--- src/rtl/count_uart_tx.sv ---
// 8N1 UART transmitter for a counter value. It can optionally drop bytes that
// repeat the last byte it transmitted.
module count_uart_tx #(
  parameter int CLK_DIV   = 16,
  parameter int ON_CHANGE = 1
) (
  input  logic       clk,
  input  logic       rst,
  input  logic [7:0] data,
  input  logic       valid,
  output logic       ready,
  output logic       tx,
  output logic       busy,
  output logic       done
);

  typedef enum logic [1:0] {IDLE, START, DATA, STOP} state_t;

  localparam int CW = $clog2(CLK_DIV);
  localparam logic [CW-1:0] CNT_MAX = CW'(CLK_DIV - 1);

  state_t        state, state_nxt;
  logic [CW-1:0] bit_cnt;
  logic [2:0]    bit_idx;
  logic [7:0]    shreg;
  logic [7:0]    last_byte;
  logic          last_vld;
  logic          bit_end, xfer, suppress, start_frame;

  always_comb begin
    bit_end     = (bit_cnt == CNT_MAX);
    xfer        = valid && (state == IDLE);
    // A repeat of the last sent byte is consumed but never framed.
    suppress    = (ON_CHANGE != 0) && last_vld && (data == last_byte);
    start_frame = xfer && !suppress;
    state_nxt   = state;
    case (state)
      IDLE:    if (start_frame) state_nxt = START;
      START:   if (bit_end) state_nxt = DATA;
      DATA:    if (bit_end && bit_idx == 3'd7) state_nxt = STOP;
      STOP:    if (bit_end) state_nxt = IDLE;
      default: state_nxt = IDLE;
    endcase
  end

  always_comb begin
    busy  = (state != IDLE);
    ready = !busy;
    done  = (state == STOP) && bit_end;
    tx    = 1'b1;
    case (state)
      START:   tx = 1'b0;
      DATA:    tx = shreg[0];
      default: tx = 1'b1;
    endcase
  end

  always_ff @(posedge clk) begin
    if (rst) begin
      state     <= IDLE;
      bit_cnt   <= '0;
      bit_idx   <= '0;
      shreg     <= '0;
      last_byte <= '0;
      last_vld  <= 1'b0;
    end else begin
      state <= state_nxt;
      if (start_frame) begin
        shreg     <= data;
        last_byte <= data;
        last_vld  <= 1'b1;
        bit_cnt   <= '0;
        bit_idx   <= '0;
      end else if (busy) begin
        bit_cnt <= bit_end ? '0 : bit_cnt + 1'b1;
        if (state == DATA && bit_end) begin
          shreg   <= {1'b0, shreg[7:1]};
          bit_idx <= bit_idx + 3'd1;
        end
      end
    end
  end

endmodule

--- config.mk ---
export PLATFORM = sky130hd
export DESIGN_NAME = count_uart_tx
export DESIGN_NICKNAME = d
export VERILOG_FILES = /design/src/rtl/count_uart_tx.sv
export SDC_FILE = /design/constraint.sdc
export NUM_CORES = 1
export LEC_CHECK = 0
export ABC_AREA = 1
export CAP_MARGIN = 20
export CORE_UTILIZATION = 40
export DETAILED_ROUTE_END_ITERATION = 8
export PLACE_DENSITY_LB_ADDON = 0.08
export SLEW_MARGIN = 5
export SYNTH_ARGS = -nofsm -noshare
export SYNTH_HDL_FRONTEND = slang
export SYNTH_SLANG_ARGS = --single-unit
export TNS_END_PERCENT = 5
--- constraint.sdc ---
create_clock -name clk -period 2.41 [get_ports clk]
set_input_delay 0.6025 -clock clk [delete_from_list [all_inputs] [get_ports clk]]
set_output_delay 0.6025 -clock clk [all_outputs]
set_load 0.05 [all_outputs]
# Word level (Yosys, flattened, before mapping)

Index checks and enable logic that the tools add are counted.

Equality and inequality tests: 10
$add $sub $neg: 2
Reduce and logical (&&, ||, !) cells: 16
Muxes and demuxes: 10

Operator list:

| kind                                           | number |
|---|---|
| 2-to-1 mux 8 bit                               | 3 |
| == test 8 bit                                  | 1 |
| 2-to-1 mux 2 bit                               | 4 |
| != test 2 bit (second input constant)          | 4 |
| case mux 2 bit (4 select lines)                | 1 |
| logical AND 1 bit                              | 6 |
| nonzero test 2 bit                             | 3 |
| adder 4 x 1 -> 4 bit (second input constant)   | 1 |
| == test 2 bit (second input constant)          | 2 |
| == test 4 bit (second input constant)          | 1 |
| 2-to-1 mux 4 bit                               | 1 |
| AND reduction 2 bit                            | 2 |
| AND reduction 4 bit                            | 1 |
| adder 3 x 1 -> 3 bit (second input constant)   | 1 |
| == test 3 bit (second input constant)          | 1 |
| == test 2 x 1 -> 1 bit (second input constant) | 1 |
| zero test 1 bit                                | 2 |
| zero test 2 bit                                | 1 |
| case mux 1 bit (2 select lines)                | 1 |
| OR reduction 2 bit                             | 1 |

Output and inout port bits: 4
Input bits: 11
Flip-flop bits (word level): 26

# Logic depth before layout (Yosys ltp)

Gate-level depths: netlist of run 1.

Depth in word-level cells: 6
Mapped depth: 12
Mapped depth without buffers: 12

# Worst setup path after synthesis of run 1

Ideal clock, no wire load.

Path type: reg2out
Start: register state[0]
End: output port tx
Path slack: 0.012 ns
Data arrival time: 1.795 ns
Cell stages (with the launch flop): 4
Cells stage by stage: dfxtp_1 > inv_1 > ha_1 > o21ai_0

Cells in the longest elaborated chain, start to end: 2
Elaborated cells between the ends (all ways): 3
Those cells by class: 2 x eq/ne; 1 x mux

RTL lines:

| what                                                           | line | text |
|---|---|---|
| start: declaration                                             | 22   | `state_t state, state_nxt;` |
| start signal: assignment                                       | 67   | `state <= state_nxt;` |
| == test 2 bit / == test 2 x 1 -> 1 bit (equally long branches) | 51   | `case (state)` |
| case mux 1 bit (2 select lines) (*)                            | 51   |  |
| end: declaration                                               | 12   | `output logic tx,` |

Every way passes the cells marked *; elsewhere a longest branch is shown, timed or not.

# Final worst setup path of run 1

Same ends and word-level chain as after synthesis.

==> results.toml, run 1 <==
[status]
status = "complete, no violations"

[synthesis]
yosysWarnings = 0
async_flop_share_pct = 0
synth_seq_cells = 26
synthTopCellsByCount = "nand2_1, dfxtp_1, inv_1"
synthSimpleGateAreaFrac_pct = 34.6
synth.most_common_cell = "nand2_1"
synth_area_leader_cell = "dfxtp_1"
seq_area_frac_synth_pct = 36.6
synth_flop_cell = "dfxtp_1"
synth_mux_area_share_pct = 0
synth_fa_ha_area_share_pct = 7.04
synth-xor-area-share_pct = 1.85
synth_cells = 186
syn-cell-area_sq_um = 1420
synth_top_family_by_area = "simple AND/OR/NAND/NOR gates"
synth.area.top_cells = "dfxtp_1, nand2_1, ha_1"
synth_top_area_share_pct = 36.6
synth_compound_area_share_pct = 11.3
synth_edf_count = 0
synth_cell_type_count = 27
synth_nets = 205
syn_area_per_cell_sq_um = 7.65

[route]
wl_microns = 2780
antenna_left = 0
viasPerCell = 4.84
first_pass_iters = 4
drc = 0
vias = 1201
drt_iter0_drc = 70
wl_per_cell_microns = 11.2

[floorplanning]
start_util_pct = 42.3
die_x_microns = 61.6
die_area_sq_um = 3800
core-area_sq_um = 3360
die_y_microns = 61.6
fp-row-count = 21
num_io_pins = 15

[cells_and_area]
design_area_sq_um = 1660
synthToLayoutAreaGrowth_pct = 16.8
drive_gt1_share_pct = 16.3
diodes = 0
nets = 222

[global_routing]
met1_usage_pct = 21.8
grt_pass1_vias = 1025
grt_first_pass_wirelength_microns = 4540
grt.overflow.total = 0
antenna_found_initial = 0
grt_util_all_layers_pct = 16.6
grt_max_degree = 17
grt.met2_usage_pct = 26.9
globalRouteMet3Util_pct = 4.41
grt_most_used_layer = "met2"

[setup_path]
startpoint = "state[0]$_SDFFE_PP0P_"
crit_buf_inv = 2
r2r-start = "state[0]$_SDFFE_PP0P_"
critical-path-max-stage-delay_ps = 420
cp_max_fo = 6
cp_num_cells = 4
r2r_end = "shreg[5]$_SDFFE_PP0P_"
critPathArrivalTime_ps = 1640
crit_family = "flip-flops"
r2r_slack_ps = 650
reg2reg_depth = 9
start_kind = "flop"
crit_end = "tx"
slowest_stage = "dfxtp_1"
critPathCaptureType = "output port"
critPathKind = "flop to output port"
required_ps = 1810
path_cells = "inv_1 -> ha_1 -> o21ai_0 -> buf_12"

[worst_hold_path]
hp-class = "flop to flop"

[clock_tree]
postCtsSetupBuffers = 0
holdBufCountCts = 0
cts_tree = "yes"
cts_root_buf = "clkbuf_4"
cts_max_level = 1
cts.path.max_buffers = 2
cts.sinks = 26
clk_pin_slew_ps = 140
numCtsBuffers = 3
cts-resized-gates = 0
clkLatencyLatePin_ps = 320

[pwr]
ir_drop_mv = 0.393
power.density_nw_per_um2 = 996
p_leak_nw = 0.777

[place]
io_buffers = 14
place.detailed.hpwl_microns = 2130
placed_area_sq_um = 1630
place_ws_ps = 137
gp_congestion = 0.753

[sta]
worst_pin_slew_ps = 392
period_needed_ps = 2250
hold_viol = 0
setup_viol = 0
slew_viol_final = 0
clock.fmax_mhz = 445
rsz0062_at_grt = "false"
setup_ws_ps = 165
fin_crit_sh_pct = 93.2
slew_headroom_pct = 73.9
fin_setup_tns_ps = 0
finClkSkew_ps = 2.61

[run]
drv_cap = 0
worst min-delay path, cell delays in order (launching register included):
cell and delay (ps):
dfxtp_1 340, nand2_1 60, nand2_1 40
sequential cells by signal (all words and copies together), names as in the netlist:
signal and count:
bit_cnt 4, bit_idx 3, last_byte 8, last_vld 1, shreg 8, state 2
cell usage in the layout, fill, tap and decap left out, types with 3 or more instances in the layout:
cell | netlist | routed
nand3_1 | 16 | 16
o21ai_0 | 4 | 4
nor2_2 | 3 | 3
clkdlybuf4s50_1 | 0 | 10
nand2_1 | 59 | 59
clkbuf_4 | 0 | 3
inv_1 | 25 | 25
nand4_1 | 5 | 5
a21oi_2 | 5 | 5
xor2_1 | 3 | 3
o22ai_2 | 5 | 5
dfxtp_1 | 26 | 26
a21oi_1 | 4 | 4
ha_1 | 8 | 8
buf_4 | 0 | 4
nor2_1 | 5 | 5
kinds of logic (layout without fill, tap and decap cells):
kind of cell	count (synthesis)	count (layout)
compound gates	20	20
xor+xnor	3	3
fa+ha+maj	8	8
buf+inv	30	46
flops	26	26
simple gates	99	99
per-layer routing:
| layer | up-vias | wire length, microns |
|---|---|---|
| met5 | - | 0 |
| met4 | 0 | 19 |
| met3 | 2 | 85 |
| met2 | 19 | 1300 |
| met1 | 543 | 1370 |
| li1 | 637 | - |
through the flow:
| stage | power [mW] | hold slack (ps) | utilization, % | cells |
|---|---|---|---|---|
| after global routing | 1.80 | 497 | 49.4 | 248 |
| after floorplan | 1.18 | 426 | - | 186 |
| after detailed placement | 1.45 | 448 | 48.3 | 244 |
| final | 1.66 | 466 | 49.4 | 248 |
| after global placement | 1.43 | 444 | 48.3 | 244 |
| after CTS | 1.68 | 468 | 49.4 | 248 |
power by group:
part	total (mW)	switching (mW)	internal [mW]
combinational	0.873	0.544	0.329
sequential	0.561	0.0537	0.508
clock	0.221	0.129	0.0924
total	1.66	0.727	0.929
worst min path at each step:
stage                           from  cells after the start                     to
2_1_floorplan  shreg[7]$_SDFFE_PP0P_                      2  shreg[6]$_SDFFE_PP0P_
3_3_place_gp   shreg[4]$_SDFFE_PP0P_                      2  shreg[3]$_SDFFE_PP0P_
3_5_place_dp   shreg[4]$_SDFFE_PP0P_                      2  shreg[3]$_SDFFE_PP0P_
4_1_cts        shreg[2]$_SDFFE_PP0P_                      2  shreg[1]$_SDFFE_PP0P_
5_1_grt        shreg[3]$_SDFFE_PP0P_                      2  shreg[2]$_SDFFE_PP0P_
6_report       shreg[2]$_SDFFE_PP0P_                      2  shreg[1]$_SDFFE_PP0P_
final cells by class:
| class | instances | area [sq um] |
|---|---|---|
| repair buffers | 16 | 170 |
| clock buffers | 4 | 36.3 |
| fillers | 356 | 1700 |
| multi-input cells | 130 | 779 |
| well taps | 46 | 57.6 |
| flip-flops and latches | 26 | 520 |
| inverters | 26 | 97.6 |
Power figures use the tool's default switching activity.
==> inputs of run 2 (changes only) <==
Settings changed: HOLD_SLACK_MARGIN set to 0.08.
==> results of run 2 <==
The final DEF is identical to that of run 1; final timing and power are the same.
